<file path="src/rtl/fifo_rd_fwft_pkg.sv">
// Shared constants for the read side of the CDC FIFO (also used by the
// write side and the memory): pointer/data widths and output buffer depth.
package fifo_rd_fwft_pkg;
  localparam int RPTR_WIDTH = 4;
  localparam int DATA_WIDTH = 8;
  localparam int BUF_DEPTH  = 2;

  typedef logic [1:0] occ_t;
endpackage

</file>
<file path="src/rtl/fifo_out_buf.sv">
// Two-entry output register buffer. Head is always entry 0, so dout is a
// plain register with no path from din.
module fifo_out_buf
  import fifo_rd_fwft_pkg::*;
#(
  parameter int DW = 8
) (
  input  logic          clk,
  input  logic          rst,
  input  logic          push,
  input  logic [DW-1:0] din,
  input  logic          pop,
  output occ_t          cnt,
  output logic [DW-1:0] dout,
  output logic          dout_valid
);

  logic [DW-1:0] tail;
  occ_t          lvl;

  // occupancy after this cycle's pop; picks the slot an incoming word lands in
  assign lvl        = cnt - occ_t'(pop);
  assign dout_valid = (cnt != 2'd0);

  // shift tail into head on pop, write the new word at the first free slot
  always_ff @(posedge clk or negedge rst) begin
    if (!rst) begin
      cnt  <= '0;
      dout <= '0;
      tail <= '0;
    end else begin
      cnt <= cnt + occ_t'(push) - occ_t'(pop);
      if (pop && cnt == 2'd2) dout <= tail;
      if (push) begin
        if (lvl == 2'd0) dout <= din;
        else             tail <= din;
      end
    end
  end

endmodule

</file>
<file path="src/rtl/fifo_rd_fwft.sv">
// Read-domain controller: binary read pointer, empty compare against the
// synchronized write pointer, memory fetch with credit-based flow control,
// and a first-word-fall-through output through a 2-entry buffer.
module fifo_rd_fwft
  import fifo_rd_fwft_pkg::*;
#(
  parameter int PTR_WIDTH  = RPTR_WIDTH,
  parameter int DATA_WIDTH = fifo_rd_fwft_pkg::DATA_WIDTH
) (
  input  logic                  clk,
  input  logic                  rst,
  input  logic [PTR_WIDTH-1:0]  r_wptr,
  output logic [PTR_WIDTH-1:0]  rptr,
  output logic [PTR_WIDTH-2:0]  r_raddr,
  output logic                  rclken,
  input  logic [DATA_WIDTH-1:0] rdata_mem,
  output logic                  rempty,
  output logic [DATA_WIDTH-1:0] dout,
  output logic                  dout_valid,
  input  logic                  dout_ready
);

  logic       inflight;
  logic       pop;
  occ_t       cnt;
  logic [2:0] credit_lvl;

  assign rempty  = (rptr == r_wptr);
  assign r_raddr = rptr[PTR_WIDTH-2:0];
  assign pop     = dout_valid & dout_ready;

  // words that will occupy the buffer once the in-flight read lands and
  // this cycle's pop retires; a fetch is allowed only if a slot stays free
  assign credit_lvl = 3'(cnt) + 3'(inflight) - 3'(pop);
  // rst gating keeps the memory idle while reset is held with data present
  assign rclken     = rst & ~rempty & (credit_lvl < 3'(BUF_DEPTH));

  // pointer advance and one-cycle memory read latency tracking
  always_ff @(posedge clk or negedge rst) begin
    if (!rst) begin
      rptr     <= '0;
      inflight <= 1'b0;
    end else begin
      if (rclken) rptr <= rptr + PTR_WIDTH'(1);
      inflight <= rclken;
    end
  end

  fifo_out_buf #(.DW(DATA_WIDTH)) u_buf (
    .clk        (clk),
    .rst        (rst),
    .push       (inflight),
    .din        (rdata_mem),
    .pop        (pop),
    .cnt        (cnt),
    .dout       (dout),
    .dout_valid (dout_valid)
  );

endmodule

</file>
<file path="config.mk">
export PLATFORM = sky130hd
export DESIGN_NAME = fifo_rd_fwft
export DESIGN_NICKNAME = d
export VERILOG_FILES = /design/src/rtl/fifo_rd_fwft_pkg.sv /design/src/rtl/fifo_out_buf.sv /design/src/rtl/fifo_rd_fwft.sv
export SDC_FILE = /design/constraint.sdc
export NUM_CORES = 1
export LEC_CHECK = 0
export ABC_AREA = 1
export CELL_PAD_IN_SITES_DETAIL_PLACEMENT = 0
export CELL_PAD_IN_SITES_GLOBAL_PLACEMENT = 1
export CORE_ASPECT_RATIO = 0.75
export CORE_MARGIN = 8
export CORE_UTILIZATION = 31
export CTS_CLUSTER_DIAMETER = 50
export DETAILED_ROUTE_END_ITERATION = 16
export PLACE_DENSITY = 0.78
export SETUP_SLACK_MARGIN = 0.3
export SKIP_LAST_GASP = 1
export SLEW_MARGIN = 10
export SYNTH_ARGS = -nofsm -noshare
export SYNTH_HDL_FRONTEND = slang
export SYNTH_SLANG_ARGS = --single-unit
</file>
<file path="constraint.sdc">
create_clock -name clk -period 2.38 [get_ports clk]
set_clock_uncertainty 0.15 [all_clocks]
set_input_delay 0.476 -clock clk [delete_from_list [all_inputs] [get_ports clk]]
set_output_delay 0.476 -clock clk [all_outputs]
set_load 0.005 [all_outputs]
</file>
==> metrics.txt <==
# TYPE chip_impl_metric gauge
chip_impl_info{name="status",value="finished with violations"} 1
chip_impl_info{name="failed_checks",value="negative setup slack"} 1
chip_impl_metric{name="grt_overflow_total",unit=""} 0
chip_impl_metric{name="p_leak",unit="nW"} 0.9040
chip_impl_metric{name="detailed_place_hpwl",unit="mm"} 2.202
chip_impl_metric{name="period_share",unit=""} 1.082
chip_impl_metric{name="number_of_levels_the_h_tree_was_split_into",unit=""} 1
chip_impl_metric{name="synth_area_per_cell",unit="sq um"} 8.609
chip_impl_metric{name="place_worst_setup_slack",unit="ns"} -0.9635
chip_impl_metric{name="final_core_utilization",unit=""} 0.4790
chip_impl_metric{name="design.die.area",unit="sq um"} 6230
chip_impl_metric{name="cts_max_path_buffers",unit=""} 2
chip_impl_metric{name="fp.dieH",unit="um"} 70.39
chip_impl_info{name="critical_path_class",value="reg2out"} 1
chip_impl_info{name="worst_setup_path_end_kind",value="output pin"} 1
chip_impl_metric{name="report.final.hold_viol_count",unit=""} 0
chip_impl_metric{name="grt_pass1_vias",unit=""} 1058
chip_impl_metric{name="finalWorstPathRequiredPeriod",unit="ns"} 2.576
chip_impl_metric{name="die_width",unit="um"} 88.51
chip_impl_info{name="grt_setup_unrepaired",value="true"} 1
chip_impl_metric{name="netSwitchingPower",unit="W"} 0.0008372
chip_impl_metric{name="count_of_port_buffers_added_during_placement",unit=""} 32
chip_impl_metric{name="synth_xor_xnor_area_share",unit=""} 0.01433
chip_impl_metric{name="insertedDiodeCount",unit=""} 0
chip_impl_metric{name="clkSinkCount",unit=""} 23
chip_impl_info{name="startpoint_type",value="flop"} 1
chip_impl_metric{name="synth_seq_cells",unit=""} 23
chip_impl_metric{name="antenna_left",unit=""} 0
chip_impl_metric{name="syn-instance-count",unit=""} 142
chip_impl_metric{name="global_route.usage.total",unit=""} 0.09677
chip_impl_metric{name="max_cap_viol_count",unit=""} 0
chip_impl_metric{name="seq_area_frac_synth",unit=""} 0.4708
chip_impl_metric{name="drive_above_1_share",unit=""} 0.2684
chip_impl_info{name="mostFrequentLayoutCells",value="sky130_fd_sc_hd__nand2_1 (36), sky130_fd_sc_hd__inv_1 (27), sky130_fd_sc_hd__clkdlybuf4s50_1 (25)"} 1
chip_impl_metric{name="post_synthesis_instance_area",unit="sq um"} 1222
chip_impl_metric{name="maxSlewHeadroom",unit=""} 0.7977
chip_impl_metric{name="placed_cell_area",unit="sq um"} 1688
chip_impl_info{name="crit_top_cell",value="sky130_fd_sc_hd__inv_2"} 1
chip_impl_metric{name="route.detailed.drc",unit=""} 0
chip_impl_metric{name="worstPathMaxFanout",unit=""} 2
chip_impl_info{name="final_common_cell",value="sky130_fd_sc_hd__nand2_1"} 1
chip_impl_info{name="cts_root_buf",value="sky130_fd_sc_hd__clkbuf_8"} 1
chip_impl_metric{name="yosys.area_share.simple",unit=""} 0.1975
chip_impl_metric{name="antenna_violations_before_repair",unit=""} 0
chip_impl_info{name="crit_chain",value="inv_2, nand3_4, nand2_4, ha_4, fa_2, nor3_4, nand2_2, inv_2, buf_6"} 1
chip_impl_metric{name="floorplan.initialDensity",unit=""} 0.3275
chip_impl_metric{name="cts_inserted_buffers",unit=""} 3
chip_impl_metric{name="critical_path_required",unit="ns"} 1.75
chip_impl_metric{name="vias",unit=""} 1042
chip_impl_metric{name="achievable-frequency",unit="MHz"} 388.2
chip_impl_metric{name="worst-slew-pin-transition",unit="ns"} 0.3032
chip_impl_metric{name="internal_power",unit="W"} 0.001397
chip_impl_metric{name="cts.hold.buffers_added",unit=""} 0
chip_impl_metric{name="grt_start_max_net_pins",unit=""} 24
chip_impl_metric{name="path_clk_slew",unit="ns"} 0.08
chip_impl_info{name="combinational_family_with_the_most_area_after_synthesis",value="simple AND/OR/NAND/NOR gates"} 1
chip_impl_metric{name="ys_types",unit=""} 20
chip_impl_info{name="hold_path.class",value="reg2reg"} 1
chip_impl_metric{name="synth.area.mux_share",unit=""} 0
chip_impl_metric{name="timing.final.setup_violations",unit=""} 1
chip_impl_metric{name="post_synthesis_compound_gate_area_fraction",unit=""} 0.1505
chip_impl_metric{name="drt_iter0_markers",unit=""} 25
chip_impl_metric{name="totalNegativeSetupSlack",unit="ns"} -0.1963
chip_impl_metric{name="syn_nets",unit=""} 160
chip_impl_metric{name="grt_pass1_wl",unit="mm"} 4.878
chip_impl_info{name="tritoncts_clock_tree",value="built"} 1
chip_impl_metric{name="switching_share",unit=""} 0.3747
chip_impl_metric{name="final_wl",unit="mm"} 2.861
chip_impl_metric{name="floorplan.rows",unit=""} 19
chip_impl_metric{name="worst_ir_drop_vdd",unit="mV"} 0.4693
chip_impl_metric{name="place_congestion",unit=""} 0.7620
chip_impl_metric{name="nNetsFinal",unit=""} 209
chip_impl_metric{name="syn_to_final_growth",unit="%"} 46.26
chip_impl_metric{name="synth-warning-count",unit=""} 0
chip_impl_metric{name="critical-path-max-stage-delay",unit="ns"} 0.46
chip_impl_metric{name="fin_area",unit="sq um"} 1788
chip_impl_metric{name="core_area",unit="sq um"} 3732
chip_impl_metric{name="portion_of_total_power_attributed_to_combinational_logic",unit=""} 0.565
chip_impl_metric{name="clock_power_share",unit=""} 0.107
chip_impl_metric{name="seq_power_share",unit=""} 0.328
chip_impl_metric{name="avgViaCountPerCell",unit=""} 4.306
chip_impl_metric{name="synth_fa_ha_area_frac",unit=""} 0.03685
chip_impl_metric{name="critical_path_arrival",unit="ns"} 1.95
chip_impl_metric{name="number_of_search_and_repair_iterations_in_the_first_detailed_routing_pass",unit=""} 4
chip_impl_metric{name="power_density",unit="nW/um^2"} 1250
chip_impl_metric{name="report.final.slew_viol_count",unit=""} 0
chip_impl_metric{name="post_drt_wl_per_cell",unit="um"} 11.82
chip_impl_info{name="cpMaxStageDelayCell",value="sky130_fd_sc_hd__fa_2"} 1
chip_impl_metric{name="final.setup.worst_slack",unit="ns"} -0.1963
chip_impl_metric{name="worst_skew_pair.late_latency",unit="ns"} 0.26
chip_impl_metric{name="ios",unit=""} 33
==> path summary, 6_finish.rpt <==
kind | depth (start not counted) | endpoint | from | slack, ns
setup / recovery | 9 | rclken | u_buf.cnt[0] | -0.20
hold / removal | 2 | u_buf.tail[2] | u_buf.tail[2] | 0.34
setup reg to reg | 11 | rptr[0] | u_buf.cnt[0] | 0.24
hold reg to reg | 2 | u_buf.tail[2] | u_buf.tail[2] | 0.34
max in group asynchronous | 2 | rptr[0] | rst | 1.31
min in group asynchronous | 2 | u_buf.tail[0] | rst | 0.51
==> registers in the layout, indices dropped and copies added (netlist names) <==
signal	flops
inflight	1
rptr	4
u_buf.cnt	2
u_buf.dout	8
u_buf.tail	8
==> what timing repair did <==
action                                  in CTS  in global routing
pin swaps                                    6                  5
gates cloned                                 0                  0
buffers inserted                             3                  1
endpoints found under the setup margin       8                  7
resized for setup                           24                  4
==> cell families (layout without fill, tap and decap cells) <==
kind of cell / after synthesis / count (layout)
buffers and inverters: 36 / 84
XOR/XNOR: 2 / 2
AND/OR/NAND/NOR: 52 / 52
AO/OA/AOI/OAI: 26 / 26
flip-flops: 23 / 23
adder cells (fa/ha/maj): 3 / 3
==> stage by stage <==
step                      std cells  total power (W)  hold slack [ns]
after floorplan                 142         0.001362          0.03041
after global placement          234         0.001877           0.3145
after detailed placement        234         0.001928           0.3197
after CTS                       241         0.002225           0.3392
after global routing            242         0.002429           0.3530
final                           242         0.002234           0.3379
==> cell usage after synthesis, drive strengths merged <==
library cell / number / area (sq um)
nand2: 42 / 165.2
dfrtp: 23 / 575.6
fa: 1 / 20.02
o21ai: 18 / 123.9
nor2: 2 / 7.510
o211ai: 8 / 60.06
nand3: 7 / 52.55
nor3: 1 / 16.27
xor2: 2 / 17.52
inv: 30 / 112.6
buf: 6 / 46.29
ha: 2 / 25.02
==> final cells by class <==
type                    instances  area [sq um]
flip-flops and latches         23         579.3
well taps                      52         65.06
clock inverters                 1         5.005
clock buffers                   3         41.29
repair buffers                 50         464.2
fillers                       369          1944
inverters                      30         112.6
multi-input cells              83         520.5
==> routing by layer <==
layer,track usage,vias to the layer above,share of wire
li1,-,535,-
met1,0.1119,486,0.44
met2,0.1679,17,0.52
met3,0.03271,4,0.033
met4,0.01682,0,0.012
met5,0,-,0
==> worst max-delay path: cells and delay by family (launching register included) <==
kind / cells / cell delay [ns]
adders and majority gates: 2 / 0.58
buffers and inverters: 3 / 0.24
DFF: 1 / 0.40
and+or+nand+nor: 4 / 0.47
==> power by group through the flow <==
stage | combinational [W] | clock, W | sequential, W
2_1_floorplan | 0.000632 | 0 | 0.000730
3_3_place_gp | 0.00116 | 0 | 0.000719
3_5_place_dp | 0.00120 | 0 | 0.000728
4_1_cts | 0.00125 | 0.000247 | 0.000728
5_1_grt | 0.00140 | 0.000270 | 0.000757
6_report | 0.00126 | 0.000239 | 0.000732
(Power assumes the default switching activity.)
